===== config.mk =====
export PLATFORM = sky130hd
export DESIGN_NAME = shift_sequencer
export DESIGN_NICKNAME = d
export VERILOG_FILES = /design/src/rtl/shift_seq_pkg.sv /design/src/rtl/shift_core.sv /design/src/rtl/shift_sequencer.sv
export SDC_FILE = /design/constraint.sdc
export NUM_CORES = 1
export LEC_CHECK = 0
export CAP_MARGIN = 30
export CORE_MARGIN = 2
export CORE_UTILIZATION = 35
export CTS_BUF_LIST = sky130_fd_sc_hd__clkbuf_4 sky130_fd_sc_hd__clkbuf_8
export CTS_CLUSTER_DIAMETER = 60
export CTS_CLUSTER_SIZE = 25
export DETAILED_ROUTE_END_ITERATION = 10
export DONT_BUFFER_PORTS = 1
export HOLD_SLACK_MARGIN = 0.02
export PLACE_DENSITY = 0.55
export SETUP_SLACK_MARGIN = 0.4
export SYNTH_ARGS = -nofsm -noshare
export SYNTH_HDL_FRONTEND = slang
export SYNTH_HIERARCHICAL = 1
export SYNTH_SLANG_ARGS = --single-unit

===== constraint.sdc =====
create_clock -name i_clk -period 3 [get_ports i_clk]
set_input_delay 0.6 -clock i_clk [delete_from_list [all_inputs] [get_ports i_clk]]
set_output_delay 0.6 -clock i_clk [all_outputs]
set_load 0.02 [all_outputs]

===== src/rtl/shift_seq_pkg.sv =====
// shift_seq_pkg
//   Shared types and constants for the shift sequencer slice.
//   - state_e     : sequencer FSM states (IDLE/LOAD/SHIFT/DONE)
//   - DIR_LEFT/RIGHT : direction encoding for the command port
//   - core_ctrl_t : per-cycle control bundle driven from the FSM into shift_core
package shift_seq_pkg;

  typedef enum logic [1:0] {
    IDLE  = 2'd0,
    LOAD  = 2'd1,
    SHIFT = 2'd2,
    DONE  = 2'd3
  } state_e;

  localparam logic DIR_LEFT  = 1'b0;
  localparam logic DIR_RIGHT = 1'b1;

  // Control bundle for the datapath register; width-independent so it can
  // live in the package regardless of NOBIT.
  typedef struct packed {
    logic load;       // load i_load_data this edge
    logic shift_en;   // shift this edge
    logic shift_two;  // 1: shift 2 positions, 0: shift 1 position
    logic dir;        // DIR_LEFT / DIR_RIGHT
    logic fill;       // bit inserted into vacated positions
  } core_ctrl_t;

endpackage


===== src/rtl/shift_core.sv =====
// shift_core
//   NOBIT-bit shift register with synchronous load, 1- or 2-position shift,
//   direction and fill select, and synchronous active-low clear.
//   Ports:
//     i_clk       clock, rising edge
//     i_clr_      synchronous active-low clear (register -> 0)
//     i_ctrl      load / shift / width / direction / fill controls
//     i_load_data value loaded when i_ctrl.load is set
//     o_data      current register contents
module shift_core
  import shift_seq_pkg::*;
#(
  parameter int NOBIT = 8
) (
  input  logic             i_clk,
  input  logic             i_clr_,
  input  core_ctrl_t       i_ctrl,
  input  logic [NOBIT-1:0] i_load_data,
  output logic [NOBIT-1:0] o_data
);

  logic [NOBIT-1:0] reg_q, reg_d;
  logic [NOBIT-1:0] shl1, shl2, shr1, shr2;

  // All four shift candidates are formed in parallel; the controls just pick one.
  always_comb begin
    shl1 = {reg_q[NOBIT-2:0], i_ctrl.fill};
    shl2 = {reg_q[NOBIT-3:0], i_ctrl.fill, i_ctrl.fill};
    shr1 = {i_ctrl.fill, reg_q[NOBIT-1:1]};
    shr2 = {i_ctrl.fill, i_ctrl.fill, reg_q[NOBIT-1:2]};
  end

  always_comb begin
    reg_d = reg_q;
    if (i_ctrl.load) begin
      reg_d = i_load_data;
    end else if (i_ctrl.shift_en) begin
      if (i_ctrl.dir == DIR_LEFT) reg_d = i_ctrl.shift_two ? shl2 : shl1;
      else                        reg_d = i_ctrl.shift_two ? shr2 : shr1;
    end
  end

  always_ff @(posedge i_clk) begin
    if (!i_clr_) reg_q <= '0;
    else         reg_q <= reg_d;
  end

  assign o_data = reg_q;

endmodule


===== src/rtl/shift_sequencer.sv =====
// shift_sequencer
//   Accepts one shift command over a valid/ready port, loads the shift
//   register, shifts it 2 positions per clock (1 on the final step when the
//   amount is odd) and presents the result on a valid/ready port.
//   Ports:
//     i_clk, i_clr_           clock / synchronous active-low reset
//     i_cmdValid, o_cmdReady  command handshake
//     i_cmdData               value to load
//     i_cmdAmt                shift amount (clamped to NOBIT)
//     i_cmdDir                0 = left, 1 = right
//     i_cmdFill               bit shifted into vacated positions
//     o_resValid, i_resReady  result handshake
//     o_resData               shifted result (held stable in DONE)
//     o_busy                  high in LOAD and SHIFT
module shift_sequencer
  import shift_seq_pkg::*;
#(
  parameter int NOBIT = 8,
  parameter int AW    = $clog2(NOBIT) + 1
) (
  input  logic             i_clk,
  input  logic             i_clr_,
  input  logic             i_cmdValid,
  output logic             o_cmdReady,
  input  logic [NOBIT-1:0] i_cmdData,
  input  logic [AW-1:0]    i_cmdAmt,
  input  logic             i_cmdDir,
  input  logic             i_cmdFill,
  output logic             o_resValid,
  input  logic             i_resReady,
  output logic [NOBIT-1:0] o_resData,
  output logic             o_busy
);

  localparam logic [AW-1:0] AMT_MAX = AW'(NOBIT);
  localparam logic [AW-1:0] TWO     = AW'(2);

  state_e           state_q, state_d;
  logic [NOBIT-1:0] dat_q, dat_d;
  logic [AW-1:0]    amt_q, amt_d;
  logic [AW-1:0]    rem_q, rem_d;
  logic             dir_q, dir_d;
  logic             fill_q, fill_d;

  logic             cmd_fire;
  logic [AW-1:0]    amt_clamp;
  logic [AW-1:0]    rem_after;
  core_ctrl_t       core_ctrl;
  logic [NOBIT-1:0] core_data;

  // Any amount beyond NOBIT shifts every original bit out, so NOBIT is enough.
  assign amt_clamp = (i_cmdAmt > AMT_MAX) ? AMT_MAX : i_cmdAmt;
  assign cmd_fire  = (state_q == IDLE) && i_cmdValid;
  // Remaining count after this SHIFT edge; rem_q is never 0 while in SHIFT.
  assign rem_after = (rem_q >= TWO) ? (rem_q - TWO) : (rem_q - AW'(1));

  // ---------------------------------------------------------------- state reg
  always_ff @(posedge i_clk) begin
    if (!i_clr_) begin
      state_q <= IDLE;
      dat_q   <= '0;
      amt_q   <= '0;
      rem_q   <= '0;
      dir_q   <= DIR_LEFT;
      fill_q  <= 1'b0;
    end else begin
      state_q <= state_d;
      dat_q   <= dat_d;
      amt_q   <= amt_d;
      rem_q   <= rem_d;
      dir_q   <= dir_d;
      fill_q  <= fill_d;
    end
  end

  // --------------------------------------------------------------- next state
  always_comb begin
    state_d = state_q;
    dat_d   = dat_q;
    amt_d   = amt_q;
    rem_d   = rem_q;
    dir_d   = dir_q;
    fill_d  = fill_q;
    unique case (state_q)
      IDLE: begin
        if (cmd_fire) begin
          dat_d   = i_cmdData;
          amt_d   = amt_clamp;
          dir_d   = i_cmdDir;
          fill_d  = i_cmdFill;
          state_d = LOAD;
        end
      end
      LOAD: begin
        rem_d   = amt_q;
        state_d = (amt_q == '0) ? DONE : SHIFT;
      end
      SHIFT: begin
        rem_d = rem_after;
        if (rem_after == '0) state_d = DONE;
      end
      DONE: begin
        if (i_resReady) state_d = IDLE;
      end
      default: state_d = IDLE;
    endcase
  end

  // ------------------------------------------------------------------ outputs
  // Handshake flags decode from state_q only, so no input-to-output paths.
  always_comb begin
    o_cmdReady          = (state_q == IDLE);
    o_resValid          = (state_q == DONE);
    o_busy              = (state_q == LOAD) || (state_q == SHIFT);
    core_ctrl.load      = (state_q == LOAD);
    core_ctrl.shift_en  = (state_q == SHIFT);
    core_ctrl.shift_two = (rem_q >= TWO);
    core_ctrl.dir       = dir_q;
    core_ctrl.fill      = fill_q;
  end

  shift_core #(.NOBIT(NOBIT)) u_core (
    .i_clk       (i_clk),
    .i_clr_      (i_clr_),
    .i_ctrl      (core_ctrl),
    .i_load_data (dat_q),
    .o_data      (core_data)
  );

  assign o_resData = core_data;

endmodule


Yosys cells after proc, flatten, opt, wreduce, memory -nomap -nowiden
Cells that the tools add are included.
{"block": "totals", "romBits": 0, "latch_bits": 0, "n_memories": 0, "out_inout_bits": 11, "in_bits": 18, "wordCells": 38, "reg_bits": 28, "ramBits": 0}
{"block": "classes", "bitwise_logic": 0, "add_sub_neg": 2, "multipliers": 0, "div": 0, "reduce_logical": 8, "shift": 0, "order_cmp": 2, "mux": 13, "n_eq_ne": 6}
{"cell": "$mux W8", "count": 4}
{"cell": "$logic_not A4 Y1", "count": 2}
{"cell": "$mux W4", "count": 2}
{"cell": "$pmux W2 S4", "count": 1}
{"cell": "$pmux W4 S2", "count": 1}
{"cell": "$mux W7", "count": 1}
{"cell": "$mux W2", "count": 3}
{"cell": "$ne A2 B1 Y1 const B", "count": 3}
{"cell": "$eq A2 B2 Y1 const B", "count": 2}
{"cell": "$ge A4 B2 Y1 const B", "count": 1}
{"cell": "$gt A4 B4 Y1 const B", "count": 1}
{"cell": "$sub A4 B1 Y4 const B", "count": 1}
{"cell": "$sub A4 B2 Y4 const B", "count": 1}
{"cell": "$reduce_and A3 Y1", "count": 1}
{"cell": "$eq A2 B1 Y1 const B", "count": 1}
{"cell": "$logic_not A2 Y1", "count": 1}
{"cell": "$reduce_and A2 Y1", "count": 1}
{"cell": "$reduce_bool A2 Y1", "count": 1}
{"cell": "$logic_and A1 B1 Y1", "count": 1}
{"cell": "$logic_or A1 B1 Y1", "count": 1}
{"cell": "$mux W1", "count": 1}

Longest topological paths before layout
Gate-level depths: netlist of the first run.
{"block": "depth", "ltp_word": 5, "depth_mapped": 8, "mapped_depth_nobuf": 7}

By module
Netlist of the first run, hierarchy kept.
{"mod": "shift_sequencer", "instances": 1, "cells_per_inst": 122, "seq_area_each_um2": 400.4, "area_each_um2": 1006.0}
{"mod": "shift_core", "instances": 1, "cells_per_inst": 72, "seq_area_each_um2": 160.2, "area_each_um2": 623.1}

Worst setup path after synthesis of the first run
OpenSTA, ideal clock, no wires.
{"block": "synth_timing", "path_kind": "register -> register", "start": "register rem_q[1]", "end": "register state_q[0]", "required_ns": 2.871, "path_buffers": 0, "t_arrival_ns": 1.939, "setup_time_ns": 0.129, "period_less_slack_ns": 2.068, "path_stages_with_launch": 8, "path_slack_ns": 0.932, "cell_sequence": "dfxtp_1 > inv_1 > ha_1 > xnor2_2 > or3b_1 > a211o_1 > a221oi_1 > a311oi_1"}
{"block": "synth_via", "elab_chain_len": 5, "word_cells_on_any_way": 7, "cone_classes": "add/sub: 2; order compare: 1; eq/ne: 1; mux: 1; reduce/logical: 2"}
{"item": "start: declaration", "line_no": "shift_sequencer.sv:41", "text": "logic [AW-1:0] rem_q, rem_d;"}
{"item": "start signal: assignment", "line_no": "shift_sequencer.sv:70", "text": "rem_q <= rem_d;"}
{"item": "$sub A4 B1 Y4 (tied with other cells)", "line_no": "shift_sequencer.sv:55", "text": "assign rem_after = (rem_q >= TWO) ? (rem_q - TWO) : (rem_q - AW'(1));"}
{"item": "$mux W4 *", "line_no": "shift_sequencer.sv:55"}
{"item": "$logic_not A4 Y1 *", "line_no": "shift_sequencer.sv:100", "text": "if (rem_after == '0) state_d = DONE;"}
{"item": "$ne A2 B1 Y1 (no line) *"}
{"item": "$reduce_and A3 Y1 (no line) *"}
{"item": "end signal: assignment", "line_no": "shift_sequencer.sv:67", "text": "state_q <= state_d;"}
{"item": "end: declaration", "line_no": "shift_sequencer.sv:38", "text": "state_e state_q, state_d;"}
Mark *: on every way between the ends. The rest lies on a longest branch, timed or not.
A chain may end at the register's enable or synchronous reset.

Worst setup path after layout of the first run
Same ends and word-level chain as after synthesis.

==> results of run 1 <==
worst max-delay path by stage:
stage | start | end | slack, ns
after floorplan | rem_q[1] | state_q[0] | 0.93
after global placement | rem_q[1] | state_q[0] | 0.84
after detailed placement | rem_q[1] | state_q[0] | 0.81
after CTS | rem_q[1] | state_q[0] | 0.80
after global routing | rem_q[1] | state_q[0] | 0.65
final | rem_q[1] | state_q[0] | 0.78
power by group:
group	switching [uW]	leakage [uW]	internal, uW	total (uW)
Clock	114	0.0000216	90.3	205
Sequential	191	0.000229	480	671
Combinational	492	0.000335	329	821
cell type report:
| type | instances | area (um^2) | share of cell area |
|---|---|---|---|
| clock buffer | 3 | 41.3 | 0.0249 |
| inverter | 13 | 48.8 | 0.0294 |
| tap | 52 | 65.1 | 0.0392 |
| sequential | 28 | 561 | 0.338 |
| multi-input combinational | 143 | 945 | 0.569 |
through the flow:
stage                util  worst slack (ns)
detailed placement  0.367             0.811
global route        0.376             0.649
CTS                 0.376             0.804
global placement    0.367             0.840
finish              0.376             0.781
floorplan               -             0.932
sequential cells by signal, indices dropped and copies added (netlist names):
signal and count:
amt_q 4, dat_q 8, dir_q 1, fill_q 1, rem_q 4, state_q 2, u_core/o_data 8
Yosys cell counts (2+ instances only):
cell type                   number  area [um^2]
sky130_fd_sc_hd__o31ai_1         2         15.0
sky130_fd_sc_hd__o2111ai_1       2         17.5
sky130_fd_sc_hd__nor3_1          2         10.0
sky130_fd_sc_hd__a311oi_1        4         35.0
sky130_fd_sc_hd__nand4_1         2         12.5
sky130_fd_sc_hd__nand3b_1        4         30.0
sky130_fd_sc_hd__mux2_2          5         56.3
sky130_fd_sc_hd__o211ai_1        3         22.5
sky130_fd_sc_hd__ha_1            8          100
sky130_fd_sc_hd__and3_1          4         25.0
sky130_fd_sc_hd__nand2_1        31          116
sky130_fd_sc_hd__a22oi_1         3         22.5
sky130_fd_sc_hd__dfxtp_1        28          561
sky130_fd_sc_hd__a31o_1          3         26.3
sky130_fd_sc_hd__buf_2           2         10.0
sky130_fd_sc_hd__a21oi_1        21          105
sky130_fd_sc_hd__inv_1          12         45.0
sky130_fd_sc_hd__a211oi_1        2         15.0
sky130_fd_sc_hd__clkbuf_1        3         11.3
sky130_fd_sc_hd__nor2_1          8         30.0
sky130_fd_sc_hd__mux2i_1         3         30.0
sky130_fd_sc_hd__buf_6           2         22.5
sky130_fd_sc_hd__or3_1           2         12.5
sky130_fd_sc_hd__nand2b_1        5         31.3
sky130_fd_sc_hd__o21ai_0        10         50.1
kinds of logic after synthesis:
| group | share of synthesized area |
|---|---|
| mux | 0.0530 |
| buf+inv | 0.0760 |
| xor+xnor | 0.00999 |
| fa+ha+maj | 0.0614 |
| flops | 0.344 |
| simple gates | 0.216 |
| compound gates | 0.240 |
per-layer routing:
layer,track usage,vias to the layer above,wire length (um),share of wire
li1,-,682,-,-
met1,0.213,606,1770,0.48
met2,0.223,52,1620,0.44
met3,0.0319,5,233,0.064
met4,0.0503,0,41,0.011
met5,0,-,0,0
worst max-delay path, delay by kind of cell (launching register included):
| family | cells | cell delay (ns) |
|---|---|---|
| compound gates | 3 | 0.73 |
| flops | 1 | 0.48 |
| simple gates | 1 | 0.36 |
| fa+ha+maj | 1 | 0.24 |
| xor+xnor | 1 | 0.16 |
| buf+inv | 1 | 0.13 |
==> impl_metrics.prom, run 1 <==
# TYPE chip_impl_metric gauge
chip_impl_metric{name="initial_core_util",unit=""} 0.369
chip_impl_metric{name="detailroute.via_count",unit=""} 1345
chip_impl_metric{name="cts_made_buffers",unit=""} 3
chip_impl_info{name="critical-path-slowest-cell",value="sky130_fd_sc_hd__dfxtp_1"} 1
chip_impl_metric{name="finalSetupViolations",unit=""} 0
chip_impl_metric{name="die_x",unit="um"} 72.2
chip_impl_metric{name="die_height",unit="um"} 72.2
chip_impl_info{name="layout.cells.most_common_list",value="sky130_fd_sc_hd__nand2_1, sky130_fd_sc_hd__dfxtp_1, sky130_fd_sc_hd__a21oi_1"} 1
chip_impl_metric{name="num-fill-cells",unit=""} 464
chip_impl_info{name="path_class",value="reg -> reg"} 1
chip_impl_info{name="start_kind",value="flip-flop"} 1
chip_impl_metric{name="drt.antenna.violating_nets",unit=""} 0
chip_impl_metric{name="postSynthRegisterBits",unit=""} 28
chip_impl_info{name="r2r_end",value="state_q[0]"} 1
chip_impl_metric{name="antenna_cells",unit=""} 0
chip_impl_metric{name="avgRoutedWirePerCell",unit="um"} 15.4
chip_impl_info{name="outcome",value="finished, final reports clean"} 1
chip_impl_metric{name="period_needed",unit="ns"} 2.22
chip_impl_metric{name="post_place_cell_area",unit="mm^2"} 0.00162
chip_impl_metric{name="grt_first_pass_wirelength",unit="um"} 6140
chip_impl_metric{name="synth_edf_count",unit=""} 0
chip_impl_metric{name="critPathRequiredTime",unit="ns"} 3.16
chip_impl_metric{name="timing.clock.skew",unit="ns"} 0.00677
chip_impl_metric{name="max_freq",unit="GHz"} 0.451
chip_impl_metric{name="worst_skew_pair.late_latency",unit="ns"} 0.28
chip_impl_metric{name="worstHoldPathCells",unit=""} 1
chip_impl_metric{name="detailedRoute.firstIterationViolations",unit=""} 134
chip_impl_metric{name="die_area",unit="mm^2"} 0.00522
chip_impl_metric{name="clock_path_buffers",unit=""} 2
chip_impl_metric{name="per_instance_average_area_after_synthesis",unit="um^2"} 8.40
chip_impl_metric{name="post-route-drc-count",unit=""} 0
chip_impl_metric{name="grt_pass1_vias",unit=""} 1234
chip_impl_metric{name="max_cap_violations",unit=""} 0
chip_impl_metric{name="min_period_over_period",unit=""} 0.740
chip_impl_info{name="tritoncts",value="yes"} 1
chip_impl_metric{name="finalPower",unit="uW"} 1700
chip_impl_metric{name="post_synthesis_sequential_area_ratio",unit=""} 0.344
chip_impl_metric{name="slew_headroom",unit=""} 0.528
chip_impl_metric{name="clock-sinks",unit=""} 28
chip_impl_metric{name="gr-total-overflow",unit=""} 0
chip_impl_metric{name="detailedPlacementHpwl",unit="um"} 2670
chip_impl_metric{name="floorplan.rows",unit=""} 24
chip_impl_metric{name="maximum_number_of_pins_on_one_net_before_global_route_repair",unit=""} 20
chip_impl_info{name="final_common_cell",value="sky130_fd_sc_hd__nand2_1"} 1
chip_impl_metric{name="layout-drive-gt1-share",unit=""} 0.0749
chip_impl_metric{name="slew_violations",unit=""} 0
chip_impl_info{name="worst_hold_path_type",value="in -> reg"} 1
chip_impl_info{name="min_from",value="i_clr_"} 1
chip_impl_metric{name="yosysUniqueCellTypes",unit=""} 48
chip_impl_metric{name="tightestPinTransition",unit="ns"} 0.707
chip_impl_metric{name="post_cts.resized_instances",unit=""} 0
chip_impl_metric{name="syn_nets",unit=""} 220
chip_impl_metric{name="power.ir.vdd_worst",unit="uV"} 346
chip_impl_metric{name="cts_max_level",unit=""} 1
chip_impl_metric{name="power_density",unit="mW/mm^2"} 1020
chip_impl_info{name="unrepaired_setup_endpoints_after_global_routing",value="false"} 1
chip_impl_metric{name="fp.coreArea",unit="mm^2"} 0.00441
chip_impl_metric{name="design_area",unit="mm^2"} 0.00166
chip_impl_metric{name="final-instance-count-excl-fill",unit=""} 239
chip_impl_metric{name="final_net_count",unit=""} 215
chip_impl_metric{name="grt_util_all_layers",unit=""} 0.149
chip_impl_metric{name="timing.hold.ws",unit="ns"} 0.436
chip_impl_metric{name="numPortBuffers",unit=""} 0
chip_impl_metric{name="hold_viol",unit=""} 0
chip_impl_metric{name="placedCellCount",unit=""} 236
chip_impl_metric{name="post_cts_hold_buffer_count",unit=""} 0
chip_impl_metric{name="antenna_found_initial",unit=""} 0
chip_impl_metric{name="worst-endpoint-arrival",unit="ns"} 2.38
chip_impl_metric{name="fin_tns_setup",unit="ns"} 0
chip_impl_info{name="worst_r2r_startpoint",value="rem_q[1]"} 1
chip_impl_metric{name="finalWeightedCongestion",unit=""} 0.803
chip_impl_metric{name="r2r_slack",unit="ns"} 0.78
chip_impl_metric{name="static-leakage-power",unit="uW"} 0.000586
chip_impl_metric{name="wirelength",unit="um"} 3670
chip_impl_metric{name="via_per_inst",unit=""} 5.63
chip_impl_metric{name="ys_warn_count",unit=""} 6
chip_impl_info{name="synth-main-ff-cell",value="sky130_fd_sc_hd__dfxtp_1"} 1
chip_impl_metric{name="io_pins",unit=""} 29
chip_impl_info{name="worst_hold_path.endpoint",value="state_q[1]"} 1
chip_impl_metric{name="critical_path.max_stage_delay",unit="ns"} 0.48
chip_impl_metric{name="synth.cell_area",unit="mm^2"} 0.00163
chip_impl_metric{name="cp_max_fo",unit=""} 7
chip_impl_metric{name="clkSlewWorstSetupHoldPaths",unit="ns"} 0.09
chip_impl_metric{name="synth_async_sr_flop_share",unit=""} 0
chip_impl_metric{name="ff2ff_path_depth",unit=""} 7
chip_impl_info{name="end_kind",value="flip-flop"} 1
chip_impl_info{name="crit_chain",value="inv_1 > ha_1 > xnor2_2 > or3b_1 > a211o_1 > a221oi_1 > a311oi_1"} 1
chip_impl_metric{name="syn_inst",unit=""} 194
chip_impl_info{name="cts-root-buf",value="sky130_fd_sc_hd__clkbuf_8"} 1
chip_impl_metric{name="syn_to_final_growth",unit="%"} 1.92
chip_impl_metric{name="post-cts-setup-buffer-count",unit=""} 0
chip_impl_metric{name="drt_pre_antenna_iters",unit=""} 5
Note: power is estimated with default switching activity, not from simulation.
==> run 2, diff against run 1 <==
==> constraint.sdc (replaced) <==
create_clock -name i_clk -period 2.1 [get_ports i_clk]
set_input_delay 0.42 -clock i_clk [delete_from_list [all_inputs] [get_ports i_clk]]
set_output_delay 0.42 -clock i_clk [all_outputs]
set_load 0.02 [all_outputs]
==> impl_metrics.prom, run 2 (synthesized netlist as in run 1, its figures left out) <==
# TYPE chip_impl_metric gauge
chip_impl_metric{name="wirelength",unit="um"} 4140
chip_impl_info{name="outcome",value="finished, final reports clean"} 1
chip_impl_metric{name="power_density",unit="mW/mm^2"} 1540
chip_impl_metric{name="p_int",unit="uW"} 1600
chip_impl_metric{name="drt.antenna.violating_nets",unit=""} 0
chip_impl_metric{name="grt_first_pass_wirelength",unit="um"} 6930
chip_impl_metric{name="io_pins",unit=""} 29
chip_impl_info{name="tritoncts",value="yes"} 1
chip_impl_info{name="unrepaired_setup_endpoints_after_global_routing",value="true"} 1
chip_impl_info{name="min_from",value="i_clr_"} 1
chip_impl_metric{name="detailedPlacementHpwl",unit="um"} 2910
chip_impl_metric{name="design_area",unit="mm^2"} 0.00189
chip_impl_metric{name="clock_path_buffers",unit=""} 2
chip_impl_metric{name="static-leakage-power",unit="uW"} 0.000685
chip_impl_info{name="critPathCapture",value="state_q[0]"} 1
chip_impl_metric{name="finalWeightedCongestion",unit=""} 0.829
chip_impl_info{name="cts-root-buf",value="sky130_fd_sc_hd__clkbuf_8"} 1
chip_impl_metric{name="max_freq",unit="GHz"} 0.533
chip_impl_info{name="grt-busiest-layer",value="met2"} 1
chip_impl_metric{name="numPortBuffers",unit=""} 0
chip_impl_metric{name="period_needed",unit="ns"} 1.88
chip_impl_metric{name="power_switching_share",unit=""} 0.450
chip_impl_metric{name="antenna_found_initial",unit=""} 0
chip_impl_metric{name="worst-endpoint-arrival",unit="ns"} 2.03
chip_impl_metric{name="initial_core_util",unit=""} 0.369
chip_impl_metric{name="clock-sinks",unit=""} 28
chip_impl_metric{name="max_cap_violations",unit=""} 0
chip_impl_info{name="start_kind",value="flip-flop"} 1
chip_impl_metric{name="die_x",unit="um"} 72.2
chip_impl_info{name="final_common_cell",value="sky130_fd_sc_hd__nand2_1"} 1
chip_impl_metric{name="post-place-ws",unit="ns"} 0.165
chip_impl_metric{name="postLayoutSetupSlackWorst",unit="ns"} 0.224
chip_impl_metric{name="die_area",unit="mm^2"} 0.00522
chip_impl_metric{name="grt_pass1_vias",unit=""} 1473
chip_impl_metric{name="fp.coreArea",unit="mm^2"} 0.00441
chip_impl_metric{name="slew_violations",unit=""} 0
chip_impl_metric{name="syn_to_final_growth",unit="%"} 16.3
chip_impl_metric{name="antenna_cells",unit=""} 0
chip_impl_metric{name="layout-drive-gt1-share",unit=""} 0.236
chip_impl_metric{name="fin_tns_setup",unit="ns"} 0
chip_impl_metric{name="p_clk_frac",unit=""} 0.115
chip_impl_metric{name="die_height",unit="um"} 72.2
chip_impl_metric{name="detailedRoute.firstIterationViolations",unit=""} 145
chip_impl_metric{name="grtUsageMet2",unit=""} 0.271
chip_impl_metric{name="cp_max_fo",unit=""} 4
chip_impl_info{name="path_class",value="reg -> reg"} 1
chip_impl_info{name="layout.cells.most_common_list",value="sky130_fd_sc_hd__nand2_1, sky130_fd_sc_hd__dfxtp_1, sky130_fd_sc_hd__a21oi_1"} 1
chip_impl_metric{name="r2r_slack",unit="ns"} 0.22
chip_impl_metric{name="min_period_over_period",unit=""} 0.893
chip_impl_metric{name="sequentialPowerShare",unit=""} 0.336
chip_impl_metric{name="cts_made_buffers",unit=""} 3
chip_impl_metric{name="p_switching",unit="uW"} 1310
chip_impl_metric{name="post-route-drc-count",unit=""} 0
chip_impl_metric{name="avgRoutedWirePerCell",unit="um"} 16.2
chip_impl_metric{name="combinationalPowerShare",unit=""} 0.549
chip_impl_metric{name="final_net_count",unit=""} 230
chip_impl_metric{name="timing.clock.skew",unit="ns"} 0.00263
chip_impl_metric{name="post_place_cell_area",unit="mm^2"} 0.00168
chip_impl_metric{name="worst_skew_pair.late_latency",unit="ns"} 0.27
chip_impl_metric{name="floorplan.rows",unit=""} 24
chip_impl_metric{name="critPathRequiredTime",unit="ns"} 2.25
chip_impl_metric{name="slew_headroom",unit=""} 0.650
chip_impl_info{name="worst_r2r_startpoint",value="rem_q[1]"} 1
chip_impl_metric{name="grt_util_all_layers",unit=""} 0.167
chip_impl_info{name="critical_path.startpoint",value="rem_q[1]"} 1
chip_impl_metric{name="cts_max_level",unit=""} 1
chip_impl_metric{name="hold_viol",unit=""} 0
chip_impl_metric{name="gr-total-overflow",unit=""} 0
chip_impl_metric{name="finalSetupViolations",unit=""} 0
chip_impl_metric{name="via_per_inst",unit=""} 5.66
chip_impl_metric{name="maximum_number_of_pins_on_one_net_before_global_route_repair",unit=""} 19
chip_impl_metric{name="detailroute.via_count",unit=""} 1444
chip_impl_metric{name="drt_pre_antenna_iters",unit=""} 4
chip_impl_info{name="worst_hold_path_type",value="in -> reg"} 1
chip_impl_metric{name="power.ir.vdd_worst",unit="uV"} 414
chip_impl_metric{name="ff2ff_path_depth",unit=""} 7
chip_impl_metric{name="clkSlewWorstSetupHoldPaths",unit="ns"} 0.09
chip_impl_metric{name="global_route.usage.met1",unit=""} 0.223
chip_impl_metric{name="tightestPinTransition",unit="ns"} 0.524
chip_impl_info{name="end_kind",value="flip-flop"} 1
chip_impl_info{name="r2r_end",value="state_q[0]"} 1
chip_impl_metric{name="global_route.usage.met3",unit=""} 0.0306
[run 2: through the flow]
stage               hold WS, ns  power (uW)  cells   util
finish                    0.258        2910    255  0.429
global route              0.240        3130    255  0.429
CTS                       0.254        2810    254  0.419
detailed placement        0.453        2240    240  0.381
global placement          0.446        2210    240  0.381
floorplan                 0.432        2010    194      -
[run 2: cell type report]
| class | instances | area [um^2] |
|---|---|---|
| sequential | 28 | 573 |
| fill | 438 | 2520 |
| tap | 52 | 65.1 |
| timing repair buffer | 15 | 113 |
| clock buffer | 4 | 55.1 |
| inverter | 13 | 56.3 |
| multi-input combinational | 143 | 1030 |
[run 2: routing by layer]
layer | wire [um] | vias to the layer above
met5 | 0 | -
li1 | - | 717
met4 | 66 | 0
met3 | 194 | 8
met1 | 1960 | 676
met2 | 1920 | 43
[run 2: what timing repair did]
item / 4_1_cts / 5_1_grt
setup endpoints to repair: 12 / 13
hold buffers: 0 / 0
pin swaps: 7 / 12
gates resized for setup: 11 / 7
buffers inserted: 10 / 1
[run 2: how the worst min path moves through the flow]
stage	endpoint	slack [ns]	cells past startpoint
2_1_floorplan	dat_q[1]	0.43	2
3_3_place_gp	dat_q[5]	0.45	2
3_5_place_dp	dat_q[7]	0.45	2
4_1_cts	state_q[1]	0.25	1
5_1_grt	state_q[1]	0.24	1
6_report	state_q[1]	0.26	1
[run 2: power by group through the flow]
| stage | Combinational [uW] | Sequential, uW | Clock [uW] |
|---|---|---|---|
| after floorplan | 1100 | 915 | 0 |
| after global placement | 1220 | 988 | 0 |
| after detailed placement | 1240 | 995 | 0 |
| after CTS | 1490 | 975 | 350 |
| after global routing | 1750 | 1010 | 370 |
| final | 1600 | 979 | 334 |
[run 2: critical path, stage by stage (launching register included)]
cell and delay, ns:
sky130_fd_sc_hd__dfxtp_4 0.40, sky130_fd_sc_hd__inv_4 0.04, sky130_fd_sc_hd__ha_4 0.15, sky130_fd_sc_hd__xnor2_2 0.14
sky130_fd_sc_hd__or3b_1 0.36, sky130_fd_sc_hd__a211o_1 0.31, sky130_fd_sc_hd__a221oi_2 0.28, sky130_fd_sc_hd__a311oi_1 0.07
==> RTL change (settings of run 2) <==
`NOBIT` is set to 8 in 2 places; all go to 32.
--- a/src/rtl/shift_core.sv
+++ b/src/rtl/shift_core.sv
@@ -11,5 +11,5 @@
   import shift_seq_pkg::*;
 #(
-  parameter int NOBIT = 8
+  parameter int NOBIT = 32
 ) (
   input  logic             i_clk,
--- a/src/rtl/shift_sequencer.sv
+++ b/src/rtl/shift_sequencer.sv
@@ -16,5 +16,5 @@
   import shift_seq_pkg::*;
 #(
-  parameter int NOBIT = 8,
+  parameter int NOBIT = 32,
   parameter int AW    = $clog2(NOBIT) + 1
 ) (
Ports: changed (resized i_cmdAmt, i_cmdData and o_resData); port bits go from 29 to 79. No check against the original RTL was run, so the function may have changed too.
==> RTL change against run 2 <==
  * Worst setup slack got worse by 120 ps
  * Die area rose to 2.6 times the old value
  * Clock skew rose by 8.3 ps
  * Routed wire length rose to 2.9 times the old value
  * Sequential cell count rose by 52
  * Synthesized area rose to 2.8 times the old value
  * Non-clock buffer count rose by 20
  * Sequential share of layout area rose by 0.79 points
  * Design area rose to 2.7 times the old value
  * Total power rose to 2.7 times the old value
==> RTL change: results (changes against run 2) <==
[metrics] run status: completed
[metrics] maximum number of pins on one net before global-route repair: 84 (+65)
[metrics] global-route wire length before repair: 19600 µm (+180%)
[metrics] sequential cell area fraction in the yosys report: 35.6% (+1.2 points)
[metrics] HPWL Detailed: 8300 µm (+180%)
[metrics] Clk Latency, worst-skew pair: 350 ps (+80 ps)
[metrics] end point of the most critical hold path: rem_q[0]
[metrics] number of filler instances in the final layout: 1298 (+200%)
[metrics] cell family with most CP delay: simple AND/OR/NAND/NOR gates
[metrics] number of distinct library cells after synthesis: 52 (+8.3%)
[metrics] number of placed instances, taps included: 669 (+180%)
[metrics] endpoint arrival time on the critical path: 2280 ps (+250 ps)
[metrics] crit-path max cell delay: 360 ps (-40 ps)
[metrics] maximum fanout encountered on the critical timing path: 8 (+4)
[metrics] net count after synthesis: 573 (+160%)
[metrics] Clock Root Buffer: sky130_fd_sc_hd__clkbuf_8
[metrics] Finished Layout Cells: 701 (+170%)
[metrics] vias after detailed routing: 3767 (+160%)
[metrics] most instantiated cells after synthesis: sky130_fd_sc_hd__nand2_1, sky130_fd_sc_hd__dfxtp_1, sky130_fd_sc_hd__a21oi_1
[metrics] Detailed Routing Iterations Pass 1: 4 (unchanged)
[metrics] ratio of cells with drive above 1 in the final layout: 16.3% (-7.4 points)
[metrics] maximum vdd drop: 0.000536 V (+30%)
[metrics] gate count after technology mapping: 521 (+170%)
[metrics] H-tree levels: 3 (+2)
[metrics] leakage power: 1.73 nW (+150%)
[metrics] reg-to-reg critical path startpoint: rem_q[0]
[metrics] placer congestion estimate: 0.825 (-0.49%)
[metrics] Final Net Count: 576 (+150%)
[metrics] Final Routed Wirelength: 12000 µm (+190%)
[metrics] Setup Slack @ Placement: 54.6 ps (-110 ps)
[metrics] global-route usage over all layers: 17.2% (+0.52 points)
[metrics] Setup TNS: 0 ps (unchanged)
[metrics] R2R Setup Slk: 100 ps (-120 ps)
[metrics] R2R cell count: 9 (+2)
[metrics] headroom to the max-slew limit: 69.0% (+4.0 points)
[metrics] destination of the worst register-to-register timing path: u_core/o_data[19]
[metrics] switching part of the total power: 43.6% (-1.4 points)
[metrics] worst min-delay path category: in2reg
[metrics] detailed router's first-iteration violation count: 245 (+69%)
[metrics] Max Clock Skew: 11.0 ps (+8.32 ps)
[metrics] ranking of synthesized cells by area: sky130_fd_sc_hd__dfxtp_1, sky130_fd_sc_hd__mux2i_1, sky130_fd_sc_hd__a21oi_1
[RTL change: cell count changes after synthesis, moves of 23 or more]
| cell | delta |
|---|---|
| sky130_fd_sc_hd__mux2i_1 | +60 |
| sky130_fd_sc_hd__nand2_1 | +54 |
| sky130_fd_sc_hd__dfxtp_1 | +52 |
| sky130_fd_sc_hd__a21oi_1 | +44 |
| sky130_fd_sc_hd__o22a_1 | +28 |
| sky130_fd_sc_hd__clkbuf_1 | +25 |
| sky130_fd_sc_hd__o21ai_0 | +23 |
[RTL change: how the worst max path moves through the flow]
stage	from	to	slack, ps	cells past startpoint
floorplan	rem_q[1]	state_q[0]	150	8
global placement	rem_q[0]	state_q[0]	110	7
detailed placement	rem_q[0]	state_q[0]	50	7
CTS	rem_q[1]	state_q[0]	90	7
global route	rem_q[1]	state_q[0]	40	7
finish	rem_q[0]	u_core/o_data[19]	100	9
[RTL change: power by group through the flow]
stage                     Clock [mW]  Sequential [mW]  Combinational, mW
final                           1.27             2.91               3.74
after global routing            1.37             3.00               4.09
after CTS                       1.31             2.91               3.57
after floorplan                    0             2.67               2.59
after global placement             0             2.94               3.07
after detailed placement           0             2.95               3.11
[RTL change: cell type report]
type                    instances  area share (%)
multi-input cells             387            52.2
inverters                      11           0.914
well taps                     172            4.14
flip-flops and latches         80            31.0
clock inverters                 6            1.59
repair buffers                 35            7.48
clock buffers                  10            2.65
[RTL change: stage by stage]
| step | hold WS, ps | instance area, µm² | utilization, % |
|---|---|---|---|
| after floorplan | 431 | 4570 | - |
| after global placement | 440 | 4690 | 37.3 |
| after detailed placement | 443 | 4690 | 37.3 |
| after CTS | 171 | 5140 | 40.9 |
| after global routing | 178 | 5200 | 41.4 |
| final | 190 | 5200 | 41.4 |
[RTL change: per-layer routing]
metal	vias up	GRT usage (%)	wire [µm]
met5	-	0	0
met4	0	5.05	159
met3	10	5.98	828
met2	85	27.9	5530
met1	1789	21.6	5490
li1	1883	-	-
[RTL change: logic make-up (layout without fill, tap and decap cells)]
kind of cell / Yosys count / after routing / share of synthesized area [%]
buf+inv: 54 / 62 / 6.88
compound gates: 191 / 191 / 27.7
flops: 80 / 80 / 35.6
xor+xnor: 1 / 1 / 0.195
simple gates: 121 / 121 / 12.6
mux: 66 / 66 / 14.8
fa+ha+maj: 8 / 8 / 2.23
[RTL change: timing repair]
item                                    CTS  global route
endpoints found under the setup margin   41            45
gates resized for setup                  10            13
buffers inserted                         13             2
cloned                                    1             0
pin swaps                                 4             2
